**src/rtl/tff_bank.sv**
```systemverilog
// ----------------------------------------------------------------------------
// tff_bank
//   Parametrised bank of WIDTH T flip-flops sharing one clock and one
//   asynchronous active-high reset. Four operating modes are selected by
//   'mode': level-toggle, rising-edge-toggle, synchronous binary counter and
//   hold. A synchronous parallel load overrides every mode.
//
//   Optional feature: define TFF_BANK_DOWN_EN to add the 'dir' port, which
//   makes the counter mode count down when dir=1 (carry_out then flags the
//   borrow from all-zeros to all-ones). Without the macro the counter only
//   counts up and 'dir' does not exist.
//
// Parameters
//   WIDTH     number of flip-flops / counter bits (>= 2)
//   RST_VAL   value loaded into q on reset
//
// Ports
//   clk        in   1      rising-edge clock
//   rst        in   1      asynchronous reset, active-high
//   t          in   WIDTH  per-bit toggle inputs; t[0] is count enable in counter mode
//   mode       in   2      00 level-toggle, 01 edge-toggle, 10 counter, 11 hold
//   load       in   1      synchronous parallel load (highest priority after rst)
//   load_val   in   WIDTH  value loaded when load=1
//   dir        in   1      counter direction, 0 up / 1 down (TFF_BANK_DOWN_EN only)
//   q          out  WIDTH  flip-flop outputs
//   carry_out  out  1      registered wrap/borrow pulse, counter mode only
// ----------------------------------------------------------------------------
module tff_bank #(
    parameter int unsigned      WIDTH   = 8,
    parameter logic [WIDTH-1:0] RST_VAL = '0
) (
    input  logic             clk,
    input  logic             rst,
    input  logic [WIDTH-1:0] t,
    input  logic [1:0]       mode,
    input  logic             load,
    input  logic [WIDTH-1:0] load_val,
`ifdef TFF_BANK_DOWN_EN
    input  logic             dir,
`endif
    output logic [WIDTH-1:0] q,
    output logic             carry_out
);

    localparam logic [1:0] ModeLevel = 2'b00;
    localparam logic [1:0] ModeEdge  = 2'b01;
    localparam logic [1:0] ModeCount = 2'b10;
    localparam logic [1:0] ModeHold  = 2'b11;

    localparam logic [WIDTH-1:0] AllOnes = {WIDTH{1'b1}};
    localparam logic [WIDTH-1:0] OneVal  = {{(WIDTH-1){1'b0}}, 1'b1};

    logic [WIDTH-1:0] t_prev;
    logic [WIDTH-1:0] q_next;
    logic             carry_next;
    logic             count_down;

`ifdef TFF_BANK_DOWN_EN
    assign count_down = dir;
`else
    assign count_down = 1'b0;
`endif

    always_comb begin
        q_next     = q;
        carry_next = 1'b0;
        if (load) begin
            q_next = load_val;
        end else begin
            unique case (mode)
                ModeLevel: q_next = q ^ t;
                // Toggle only on a 0->1 transition seen across two samples.
                ModeEdge:  q_next = q ^ (t & ~t_prev);
                ModeCount: begin
                    if (t[0]) begin
                        if (count_down) begin
                            q_next     = q - OneVal;
                            carry_next = (q == '0);
                        end else begin
                            q_next     = q + OneVal;
                            carry_next = (q == AllOnes);
                        end
                    end
                end
                ModeHold:  q_next = q;
                default:   q_next = q;
            endcase
        end
    end

    always_ff @(posedge clk or posedge rst) begin
        if (rst) begin
            q         <= RST_VAL;
            carry_out <= 1'b0;
            t_prev    <= '0;
        end else begin
            q         <= q_next;
            carry_out <= carry_next;
            // Tracks t in every mode so entering edge mode with t high is not an edge.
            t_prev    <= t;
        end
    end

endmodule

```
**config.mk**
```make
export PLATFORM = sky130hd
export DESIGN_NAME = tff_bank
export DESIGN_NICKNAME = d
export VERILOG_FILES = /design/src/rtl/tff_bank.sv
export SDC_FILE = /design/constraint.sdc
export NUM_CORES = 1
export LEC_CHECK = 0
export ABC_AREA = 1
export BUFFER_PORTS_ARGS = -buffer_cell sky130_fd_sc_hd__buf_4
export CORE_ASPECT_RATIO = 0.9
export CORE_UTILIZATION = 47
export DETAILED_ROUTE_END_ITERATION = 12
export HOLD_SLACK_MARGIN = 0.12
export PLACE_DENSITY = 0.75
export SYNTH_ARGS = -nofsm -noshare
export SYNTH_HDL_FRONTEND = slang
export SYNTH_SLANG_ARGS = --single-unit
```
**constraint.sdc**
```tcl
create_clock -name clk -period 1.3 [get_ports clk]
set_input_delay 0.065 -clock clk [delete_from_list [all_inputs] [get_ports clk]]
set_output_delay 0.065 -clock clk [all_outputs]
set_load 0.1 [all_outputs]
```
After elaboration in Yosys (flattened, before gate mapping)
Cells that the tools add are included.
{"block": "word_totals", "ff_bits": 17, "input_bits": 21, "output_inout_bits": 9, "elab_cells": 22}
{"block": "classes", "n_addsub": 1, "n_eq_ne": 6, "muxes": 6, "bitwise_logic": 4, "n_reduce_logical": 2}
{"op": "8-bit case mux with 3 select lines", "count": 1}
{"op": "8-bit two-way mux", "count": 2}
{"op": "8-bit XOR", "count": 2}
{"op": "8-bit by 1-bit adder with 8-bit output, second input constant", "count": 1}
{"op": "8-bit bitwise AND", "count": 1}
{"op": "8-bit == test, second input constant", "count": 1}
{"op": "8-bit inverter", "count": 1}
{"op": "2-bit == test, second input constant", "count": 2}
{"op": "1-bit two-way mux", "count": 3}
{"op": "3-bit inequality test, second input constant", "count": 1}
{"op": "2-bit by 1-bit == test with 1-bit output, second input constant", "count": 1}
{"op": "2-bit zero test", "count": 1}
{"op": "2-bit inequality test, second input constant", "count": 1}
{"op": "2-bit AND reduction", "count": 1}

Depth between registers and ports, before layout
{"block": "logic_depth", "depth_word": 5, "ltp_mapped": 9, "depth_no_buf": 9}

Least setup slack after synthesis
Ideal clock, no wire load.
{"block": "synth_timing", "path_type": "register to register", "start": "reg q[1]", "end": "reg q[4]", "setup_time_ns": 0.117, "arrival_ns": 1.854, "t_required_ns": 1.183, "slack_ns": -0.671, "stages_incl_launch_ff": 8, "path_buffers": 0, "synth_period_minus_slack_ns": 1.971, "path_cell_list": "dfrtp_1 ha_1 nand3_1 or2_1 nand2_1 nand2_1 nand3_1 nand2_1"}
{"block": "synth_between", "elab_chain_len": 4}
{"item": "start, declared", "line_no": "41", "rtl": "output logic [WIDTH-1:0] q,"}
{"item": "start signal, assigned", "line_no": "97", "rtl": "q <= q_next;"}
{"item": "8-bit by 1-bit adder with 8-bit output", "line_no": "80", "rtl": "q_next = q + OneVal;"}
{"item": "8-bit two-way mux", "line_no": "75", "rtl": "if (t[0]) begin"}
{"item": "8-bit case mux with 3 select lines", "line_no": "70", "rtl": "unique case (mode)"}
{"item": "8-bit two-way mux", "line_no": "67", "rtl": "if (load) begin"}
No other way between the ends. The select of a mux whose other input is x is not followed.
A chain may end at the register's enable or synchronous reset.

Final worst setup path
{"block": "layout_timing", "start": "reg q[0]", "end": "reg q[6]"}
The elaborated chain is that of the path after synthesis.

==> reports/summary.log <==
[clock_network] sinks on the clock net 17
[global_route] number of antenna violations at the first check in global routing 0
[layout] Layout Cells excl Fill 210
[setup_path] largest driver fanout on the critical path 5
[power] net switching power figure 641 uW
[flow_run] maximum capacitance violations 0
[sta] f_max 792 MHz
[setup_path] startpoint types flop
[yosys] number of synthesized register bits 17
[yosys] Synthesized Nets 156
[die] Die Span Y 44.6 um
[global_route] M1 GR Usage 0.310
[detailed_routing] first-pass detailed-route iteration total 4
[yosys] sequential-to-total area share from yosys stat 0.449
[global_route] first-pass GRT wire length 4110 um
[global_route] met2 routing resource usage after global routing 0.438
[sta] post-route clock period utilization 0.972
[sta] final-report setup violation count 0
[setup_path] Worst Setup Path Type reg2reg
[place] Placer Congestion 0.875
[power] fraction of power consumed by sequential logic 0.421
[layout] signed area change from the synthesized netlist to the final layout 55.0%
[layout] Final nets 208
[yosys] cell area after technology mapping 948 um^2
[sta] setup TNS after final layout 0 ps
[clock_network] clock transition at the registers of the reported paths 110 ps
[status] outcome complete, no violations
[yosys] average size of a mapped cell 7.08 um^2
[layout] share of cells above drive strength 1 0.308
[sta] count of final max-slew check failures 0
[setup_path] required arrival time at the worst endpoint 1480 ps
[global_route] global-route congestion overflow total 0
[setup_path] Worst Setup End Kind flop
[die] I/O pin cnt 30
[detailed_routing] Routed WL per cell 12.7 um
[hold_path] min-delay worst type in2reg
[clock_network] later-pin clock latency in the skew report 300 ps
[place] post-placement setup slack 67.6 ps
[global_route] total routing usage reported by global routing 0.255
[power] Clock power frac 0.185
[clock_network] Max Root-Sink Buffers 2
[setup_path] data arrival time of the worst path 1450 ps
[sta] actual transition at the worst max-transition pin 333 ps
[yosys] number of warning messages in the yosys log 0
[yosys] cell type contributing the most total cell area after synthesis sky130_fd_sc_hd__dfrtp_1
[sta] setup repair after global routing missed its margin true
[sta] Setup WS post-layout 37.0 ps
[detailed_routing] routed vias 1076
[global_route] global-route track usage on met3 0.0722
[place] placed cell count 188
[place] HPWL after detailed placement 1820 um
[sta] tightest slew margin relative to the limit 0.778
[yosys] portion of synthesized cell area occupied by the leading cell type 0.449
[detailed_routing] DRC violation count after routing 0
[power] Leakage Power 0.754 nW
[clock_network] TritonCTS clock tree yes
[die] die area 2200 um^2
[power] Gate power share 0.394
[global_route] global route hottest layer met2
[clock_network] H-Tree Level Count 1
[detailed_routing] initial drt markers 35
[clock_network] master cell of the clock root buffer sky130_fd_sc_hd__clkbuf_4
[layout] count of filler cells inserted in the layout 148
[yosys] Synth async-reset ratio 1.00
[yosys] Post-synth EDFFs 0
[die] die boundary width 49.4 um
[layout] area of all placed cells without fillers 1470 um^2
[yosys] synthesized instance count 134
[power] Switching Share 0.415
[power] worst vdd ir 0.791 mV
[clock_network] TritonCTS Buffers 3
[detailed_routing] number of nets with antenna violations after detailed routing 0
[detailed_routing] routed via count divided by cell count 5.12
[sta] Tmin final 1260 ps
[yosys] ranking of synthesized cells by instance count sky130_fd_sc_hd__nand2_1, sky130_fd_sc_hd__nand3_1, sky130_fd_sc_hd__dfrtp_1, sky130_fd_sc_hd__inv_1
[global_route] pin count of the biggest net entering global routing 18
[yosys] most frequent cell after synthesis sky130_fd_sc_hd__nand2_1
[yosys] dominant cells by area after synthesis sky130_fd_sc_hd__dfrtp_1, sky130_fd_sc_hd__nand2_1, sky130_fd_sc_hd__nand3_1
[yosys] number of library cell types mapped by synthesis 18
[yosys] most frequently used flop master after synthesis sky130_fd_sc_hd__dfrtp_1
[power] power density over the cells 1050 nW/um^2
[sta] Hold Worst Slack 149 ps
[die] FP Rows 15
[layout] n_diodes 0
[place] Post-DP Area 1240 um^2
[sta] final hold violations 0
[detailed_routing] Routed Wire Length 2670 um
[die] core region area 1910 um^2
[sta] Worst Skew 10.9 ps
[die] starting utilization of the core area 0.495
[power] P_int 904 uW
[place] quantity of I/O buffers inserted on ports 29
[global_route] vias in the first global route 972
-- worst max-delay path, cell delays in order (launching register included) --
cell and delay, ps:
sky130_fd_sc_hd__dfrtp_4 520, sky130_fd_sc_hd__ha_4 180, sky130_fd_sc_hd__nand3_4 80, sky130_fd_sc_hd__nor2_2 50
sky130_fd_sc_hd__nand2_2 70, sky130_fd_sc_hd__nand3_1 80, sky130_fd_sc_hd__nand3b_1 100, sky130_fd_sc_hd__nand2_1 60
-- flip-flops by register name, indices dropped and copies added, names as in the netlist --
| name | flops |
|---|---|
| carry_out | 1 |
| t_prev | 8 |
| q | 8 |
-- power groups by stage --
stage | registers [mW] | clock network (mW) | logic (mW)
3_3_place_gp | 0.655 | 0 | 0.538
5_1_grt | 0.657 | 0.308 | 0.646
3_5_place_dp | 0.658 | 0 | 0.546
2_1_floorplan | 0.887 | 0 | 0.158
6_report | 0.651 | 0.287 | 0.608
4_1_cts | 0.649 | 0.297 | 0.584
-- layout by cell type, fill, tap and decap left out --
master                           n
sky130_fd_sc_hd__nor3_1          1
sky130_fd_sc_hd__inv_1          17
sky130_fd_sc_hd__nor2_2          2
sky130_fd_sc_hd__nand3b_1        2
sky130_fd_sc_hd__or2_4           1
sky130_fd_sc_hd__o21bai_1        1
sky130_fd_sc_hd__nor2_1          6
sky130_fd_sc_hd__nand2_2         3
sky130_fd_sc_hd__dfrtp_4         7
sky130_fd_sc_hd__a21oi_2         1
sky130_fd_sc_hd__clkbuf_4        3
sky130_fd_sc_hd__ha_4            1
sky130_fd_sc_hd__o21ai_0         7
sky130_fd_sc_hd__nand2_1        47
sky130_fd_sc_hd__nand3_1        22
sky130_fd_sc_hd__nand3_2         2
sky130_fd_sc_hd__dfrtp_1         9
sky130_fd_sc_hd__clkinv_2        1
sky130_fd_sc_hd__inv_2           1
sky130_fd_sc_hd__buf_4          33
sky130_fd_sc_hd__dlygate4sd3_1  16
sky130_fd_sc_hd__dfrtp_2         1
sky130_fd_sc_hd__nand3_4         1
-- path summary, 6_finish.rpt --
kind | start | cells after the start | slack [ps] | to
worst min register to register | q[7] | 3 | 580 | q[7]
min in group asynchronous | rst | 4 | 340 | t_prev[1]
worst max register to register | q[0] | 7 | 40 | q[6]
worst max-delay path | q[0] | 7 | 40 | q[6]
worst min-delay path | load | 5 | 150 | q[3]
max in group asynchronous | rst | 4 | 730 | q[6]
-- cells by family after synthesis --
kind of cell / synth area share
buffers and inverters: 0.0844
DFF: 0.449
AOI/OAI and AO/OA: 0.0541
adders and majority gates: 0.0132
and+or+nand+nor: 0.400
-- cell type report --
class	count	area [um^2]	area share
repair buffers	49	408	0.277
clock buffers	3	22.5	0.0153
well taps	25	31.3	0.0213
multi-input cells	97	483	0.329
clock inverters	1	5.00	0.00340
flip-flops and latches	17	453	0.308
inverters	18	67.6	0.0460
-- what timing repair did --
| item | 4_1_cts | 5_1_grt |
|---|---|---|
| resized for setup | 0 | 6 |
| setup buffers | 0 | 2 |
| setup endpoints to repair | 0 | 4 |
| hold endpoints to repair | 33 | 0 |
| hold buffers | 16 | 0 |
-- routing by layer --
layer / vias to the layer above / part of all wire / routed length, um
met5: - / 0 / 0
met4: 0 / 0.031 / 82
met3: 10 / 0.053 / 140
met2: 43 / 0.48 / 1270
met1: 498 / 0.44 / 1170
li1: 525 / - / -
-- through the flow --
step,power (mW),util
final,1.55,0.768
after global routing,1.61,0.768
after CTS,1.53,0.748
after detailed placement,1.20,0.650
after global placement,1.19,0.650
after floorplan,1.05,-
Power figures use the tool's default switching activity.
